### config.mk
export PLATFORM = sky130hd
export DESIGN_NAME = pacman_input_ctrl
export DESIGN_NICKNAME = d
export VERILOG_FILES = /design/src/rtl/pacman_input_ctrl.sv
export SDC_FILE = /design/constraint.sdc
export NUM_CORES = 1
export LEC_CHECK = 0
export ABC_AREA = 1
export ABC_CLOCK_PERIOD_IN_PS = 1700
export CAP_MARGIN = 5
export CORE_MARGIN = 4
export CORE_UTILIZATION = 47
export DETAILED_ROUTE_END_ITERATION = 12
export GPL_TIMING_DRIVEN = 0
export PLACE_DENSITY = 0.76
export SLEW_MARGIN = 20
export SYNTH_ARGS = -nofsm -noshare
export SYNTH_HDL_FRONTEND = slang
export SYNTH_SLANG_ARGS = --single-unit
### constraint.sdc
create_clock -name Clk -period 1.7 [get_ports Clk]
set_clock_uncertainty 0.1 [all_clocks]
set_input_delay 0.425 -clock Clk [delete_from_list [all_inputs] [get_ports Clk]]
set_output_delay 0.425 -clock Clk [all_outputs]
set_load 0.005 [all_outputs]
### src/rtl/pacman_input_ctrl.sv
// Pac-Man keyboard input controller: HID keycode debounce, pause toggle, and tile-aligned turn probing.
// Optional macro PACMAN_INSTANT_REVERSE_EN commits opposite-direction turns immediately without a probe.
module pacman_input_ctrl #(
    parameter int unsigned DEBOUNCE_FRAMES = 2
) (
    input  logic       Clk,
    input  logic       Reset,
    input  logic [7:0] keycode,
    input  logic       frame_tick,
    input  logic       at_tile,
    output logic       probe_valid,
    output logic [1:0] probe_dir,
    input  logic       probe_done,
    input  logic       probe_open,
    output logic [1:0] cur_dir,
    output logic       moving,
    output logic       paused,
    output logic       pend_valid
);

`ifdef PACMAN_INSTANT_REVERSE_EN
    localparam bit INSTANT_REVERSE = 1'b1;
`else
    localparam bit INSTANT_REVERSE = 1'b0;
`endif

    localparam logic [3:0] DEB = 4'(DEBOUNCE_FRAMES);

    typedef enum logic [2:0] {K_NONE, K_UP, K_LEFT, K_DOWN, K_RIGHT, K_PAUSE} key_t;
    typedef enum logic [1:0] {IDLE, PROBE, COMMIT} state_t;

    state_t     state, state_next;
    key_t       key, last_code;
    logic [1:0] key_dir;
    logic [3:0] cnt, cnt_next;
    logic       same, accept, acc_dir, acc_pause;
    logic       committed;
    logic [1:0] pend_dir, probe_dir_r, commit_dir;
    logic       stale, pause_tog;
    logic       go_probe, go_reverse, probe_abort, rev_hit;

    always_comb begin
        key     = K_NONE;
        key_dir = 2'd0;
        case (keycode)
            8'h1A: begin key = K_UP;    key_dir = 2'd0; end
            8'h04: begin key = K_LEFT;  key_dir = 2'd1; end
            8'h16: begin key = K_DOWN;  key_dir = 2'd2; end
            8'h07: begin key = K_RIGHT; key_dir = 2'd3; end
            8'h2C: key = K_PAUSE;
            default: key = K_NONE;
        endcase
    end

    // Acceptance fires only on the tick where the count first reaches DEB, so a
    // count saturated at DEB never re-accepts a held key.
    always_comb begin
        same      = (key == last_code);
        cnt_next  = same ? ((cnt == 4'hF) ? cnt : cnt + 4'd1) : 4'd1;
        accept    = frame_tick && (key != K_NONE) && (cnt_next == DEB) && !(same && cnt == DEB);
        acc_dir   = accept && (key != K_PAUSE);
        acc_pause = accept && (key == K_PAUSE);
    end

    always_comb begin
        state_next  = state;
        go_probe    = 1'b0;
        go_reverse  = 1'b0;
        rev_hit     = INSTANT_REVERSE && acc_dir && moving && (key_dir == (cur_dir ^ 2'd2));
        probe_abort = stale || pause_tog || paused || acc_pause ||
                      (acc_dir && key_dir != probe_dir_r);
        case (state)
            IDLE: begin
                if (rev_hit) begin
                    state_next = COMMIT;
                    go_reverse = 1'b1;
                end else if (pend_valid && at_tile && !paused) begin
                    state_next = PROBE;
                    go_probe   = 1'b1;
                end
            end
            PROBE: begin
                if (probe_done) begin
                    if (!probe_abort && probe_open)
                        state_next = COMMIT;
                    else
                        state_next = IDLE;
                end
            end
            COMMIT:  state_next = IDLE;
            default: state_next = IDLE;
        endcase
    end

    always_ff @(posedge Clk) begin
        if (Reset) begin
            state       <= IDLE;
            last_code   <= K_NONE;
            cnt         <= '0;
            paused      <= 1'b0;
            pend_valid  <= 1'b0;
            pend_dir    <= '0;
            probe_dir_r <= '0;
            commit_dir  <= '0;
            stale       <= 1'b0;
            pause_tog   <= 1'b0;
            cur_dir     <= 2'd1;
            committed   <= 1'b0;
        end else begin
            state <= state_next;
            if (frame_tick) begin
                last_code <= key;
                cnt       <= cnt_next;
            end
            if (acc_pause)
                paused <= !paused;

            if (paused)
                pend_valid <= 1'b0;
            else if (acc_dir) begin
                pend_dir   <= key_dir;
                pend_valid <= 1'b1;
            end else if (state == COMMIT)
                pend_valid <= 1'b0;

            // A direction accepted on the launch edge is probed instead of the older pending one.
            if (go_probe) begin
                probe_dir_r <= acc_dir ? key_dir : pend_dir;
                stale       <= 1'b0;
                pause_tog   <= 1'b0;
            end
            if (state == PROBE) begin
                if (acc_dir && key_dir != probe_dir_r)
                    stale <= 1'b1;
                if (acc_pause)
                    pause_tog <= 1'b1;
            end

            if (go_reverse)
                commit_dir <= key_dir;
            else if (state == PROBE && state_next == COMMIT)
                commit_dir <= probe_dir_r;

            if (state == COMMIT) begin
                cur_dir   <= commit_dir;
                committed <= 1'b1;
            end
        end
    end

    assign probe_valid = (state == PROBE);
    assign probe_dir   = probe_dir_r;
    assign moving      = committed && !paused;

endmodule

==> results.txt <==
Yosys mapped the design onto 23 distinct sky130hd cell types. The number of routed nets with antenna violations is 0. The sequential cells in the finished layout cover a total of 457 µm². The via count of the routed design came out at 1365. The number of nets in the synthesized netlist is 228.

The core region area came out at 2780 µm². The sum of net half-perimeters after detailed placement is 2.21 mm. The share of Yosys cell area claimed by the top area cell type is 0.320.

The number of global-route vias before repair was 1247. The initial utilization of the core area, before any placement, comes to 0.495. Setup repair after global routing could not meet its margin everywhere. The clock input transition at the sequential cells of the worst setup and hold paths came out at 0.13 ns.

The remaining design rule violation count is 0. The worst-case reg-to-reg path depth came out at 12. The setup check on the worst reg-to-reg path leaves a slack of -0.26 ns. The number of instances on the worst hold path is 2. The floorplan step set the die height to 62.1 µm. Setup violations remaining at the end of the flow were counted as 11.

In the synthesized netlist, the number of instances is 212. The area of the multi-input gates came out at 1000 µm². The power share of the clock group came out at 0.353. The internal cell power came out at 0.848 mW. The full die area came out at 3860 µm².

The number of buffers added on ports is 21. The total congestion overflow after global routing came out at 0. The worst setup path is launched from a flip-flop. Based on the critical path, the design can be clocked at up to 509 MHz. Clock tree synthesis inserted a total of 3 buffers. The signal on the critical path passes through ha_4 -> buf_6 -> nand3_4 -> xor2_1 -> nor2_1 -> nand3_2 -> nor2_4 -> nand3_4 -> nand2_2 -> nand2_2 -> o21ai_1 -> inv_1. The worst hold path endpoint is cur_dir[0]$_SDFFE_PP1P_. The worst-case headroom to the max-slew limit came out at 0.612. The register area share after synthesis came out at 0.320.

The relative contribution of sequential cells to total power came out at 0.474. By area the synthesized netlist is led by sky130_fd_sc_hd__dfxtp_1, sky130_fd_sc_hd__nand2_1, sky130_fd_sc_hd__inv_1, sky130_fd_sc_hd__nor2_1, sky130_fd_sc_hd__a21oi_1. The maximum number of pins on one net before global-route repair is 14.

sky130_fd_sc_hd__dfxtp_1 takes more of the synthesized area than any other cell. During synthesis, Yosys emitted a total of 0 warnings. OpenSTA, run right after detailed placement, puts the worst setup slack at -0.894 ns. The largest driver fanout on the critical path came out at 4. The switching power as a share of total power came out at 0.254. The number of fill cells in the layout came out at 237. The slowest stage of the critical path belongs to the cell sky130_fd_sc_hd__dfxtp_4. The worst hold path begins at commit_dir[0]$_SDFFE_PP0P_. The global-route usage over all layers is 0.163. The largest stage delay on the critical path is 0.39 ns. The checks that failed: negative setup slack. The final weighted congestion in routability-driven placement came out at 0.796. STA classifies the critical path endpoint as a flip-flop. During I/O placement, the number of pins put on the boundary was 22. The run finished, with violations left. The first detailed-routing pass ran for 4 iterations.

In this run the clock root is driven by a sky130_fd_sc_hd__clkbuf_4. Max-cap violations in this run came to 0. The kind of cell with the highest combined delay along the critical path is simple AND/OR/NAND/NOR gates. The placed instances occupy a cell area of 1740 µm². The clock tree from TritonCTS is done. The number of antenna violations at the first check in global routing is 0.

The total power consumption of the routed design is 1.14 mW. The first global-routing pass estimated 5.31 mm of wire. The share of the clock period used by the worst path after layout came out at 1.16. The source-to-sink clock delay at the later pin of the worst-skew pair is 0.31 ns. The combinational fraction of design power is 0.173.

The maximum VDD drop is 644 µV. The overall die width came out at 62.1 µm. Together, buffers and inverters on the worst path number 2.

The max-slew violation total from the final report was 0. The average wire length per cell after detail routing came out at 11.3 µm. The start of the worst register-to-register path is cnt[0]$_SDFFE_PP0P_. In this run the deepest clock path goes through 2 buffers.

The final worst setup slack is -0.264 ns. The number of sinks handled by clock tree synthesis came out at 22. The net switching power is 0.289 mW. The worst hold path belongs to the class reg2reg. The register bit total from synthesis is 22.

The post-layout minimum cycle time came out at 1.96 ns. CTS built an H-tree with a depth of 1. The floorplan has 19 rows. The post-synthesis average cell area came out at 6.50 µm². The worst setup path is of the reg2reg kind. For the pin with the worst max-slew slack, the measured transition is 0.582 ns. The required time reported for the critical path endpoint came out at 1.82 ns. The final net count is 265. The total wire length is 3.16 mm. The synthesis-to-layout area growth is 44.5%. After synthesis the cells add up to 1380 µm². The design area came out at 1990 µm². The violation count after the first detailed-route iteration came out at 70. The count of antenna diodes in the layout came out at 0. The count of endpoints failing hold in the final timing report is 0. The endpoint identified for the worst register-to-register timing path is probe_dir[0]$_SDFFE_PP0P_.

The routed via count divided by cell count came out at 4.89. The leakage power figure is 0.984 nW. The power density relative to cell area is 571 nW/µm².

The worst endpoint data arrival time came out at 2.08 ns. The share of layout cells above drive strength 1 is 0.403.
-- timing repair --
action                                 in CTS  in global routing
gates resized for setup                    48                 26
setup endpoints to repair                  19                 16
hold buffers                                0                  0
pin swaps                                  16                 18
setup buffers                               8                  3
endpoints found under the hold margin       0                  0
-- cells by family (layout without fill, tap and decap cells) --
family / after synthesis / count (layout) / synth area share
AOI/OAI and AO/OA: 29 / 29 / 0.112
xor gates and xnor gates: 3 / 3 / 0.0191
adders and majority gates: 2 / 2 / 0.0182
buffers and inverters: 35 / 71 / 0.0954
DFF: 22 / 22 / 0.320
and+or+nand+nor: 121 / 121 / 0.436
-- power by group through the flow --
stage / sequential [mW] / clock (mW) / combinational, mW
CTS: 0.536 / 0.403 / 0.190
finish: 0.539 / 0.401 / 0.197
floorplan: 0.547 / 0 / 0.114
global route: 0.540 / 0.433 / 0.220
detailed placement: 0.550 / 0 / 0.172
global placement: 0.550 / 0 / 0.169
-- cell usage after synthesis, drive strengths merged --
master,instances
nand2,59
nor2,41
inv,34
dfxtp,22
a21oi,15
nand3,13
o21ai,12
nand4,5
xor2,3
ha,2
nor3,2
a211oi,1
and3,1
clkbuf,1
o211ai,1
-- state kept, by name, summed over array words and instances (netlist names), 2 cells and up --
name	count
cnt	4
last_code	3
probe_dir	2
cur_dir	2
state	2
commit_dir	2
pend_dir	2
-- per-stage QoR --
stage	utilization	TNS (ns)	std cells	hold WS [ns]
after floorplan	-	-0.395	212	0.330
final	0.716	-2.29	279	0.368
after CTS	0.684	-1.38	276	0.379
after global routing	0.716	-4.03	279	0.417
after detailed placement	0.627	-11.74	264	0.349
after global placement	0.627	-11.36	264	0.345
-- final cells by class --
cell class | instances | area share
Buffer | 1 | 0.00189
Clock buffer | 3 | 0.0113
Clock inverter | 1 | 0.0151
Inverter | 34 | 0.0779
Multi-Input combinational cell | 155 | 0.503
Sequential cell | 22 | 0.229
Tap cell | 31 | 0.0195
Timing Repair Buffer | 32 | 0.141
-- layer usage --
metal | part of all wire | up-vias | track usage
li1 | - | 736 | -
met1 | 0.49 | 606 | 0.219
met2 | 0.48 | 19 | 0.266
met3 | 0.030 | 4 | 0.0414
met4 | 0.0060 | 0 | 0.0244
met5 | 0 | - | 0
-- worst max-delay path by stage --
stage,start,end,cells past startpoint
2_1_floorplan,keycode[6],commit_dir[0]$_SDFFE_PP0P_,15
3_3_place_gp,keycode[6],probe_dir[0]$_SDFFE_PP0P_,16
3_5_place_dp,keycode[6],pend_dir[0]$_SDFFE_PP0N_,16
4_1_cts,cnt[0]$_SDFFE_PP0P_,pend_dir[0]$_SDFFE_PP0N_,11
5_1_grt,cnt[0]$_SDFFE_PP0P_,probe_dir[0]$_SDFFE_PP0P_,14
6_report,cnt[0]$_SDFFE_PP0P_,probe_dir[0]$_SDFFE_PP0P_,12
-- worst reg2reg max path: stages, from the launching register on --
cell and delay (ns):
sky130_fd_sc_hd__dfxtp_4 0.39, sky130_fd_sc_hd__ha_4 0.14, sky130_fd_sc_hd__buf_6 0.10, sky130_fd_sc_hd__nand3_4 0.08, sky130_fd_sc_hd__xor2_1 0.17, sky130_fd_sc_hd__nor2_1 0.16, sky130_fd_sc_hd__nand3_2 0.13, sky130_fd_sc_hd__nor2_4 0.15
sky130_fd_sc_hd__nand3_4 0.12, sky130_fd_sc_hd__nand2_2 0.09, sky130_fd_sc_hd__nand2_2 0.06, sky130_fd_sc_hd__o21ai_1 0.13, sky130_fd_sc_hd__inv_1 0.06
-- cell usage in the layout, fill, tap and decap left out, drive strengths merged, types with 5 or more instances in the layout --
cell type	instances
dlygate4sd2	5
buf	14
o21ai	12
a21oi	15
nor2	41
nand3	13
clkdlybuf4s50	5
clkbuf	5
nand4	5
nand2	59
inv	34
dfxtp	22
Note: power is estimated with default switching activity, not from simulation.
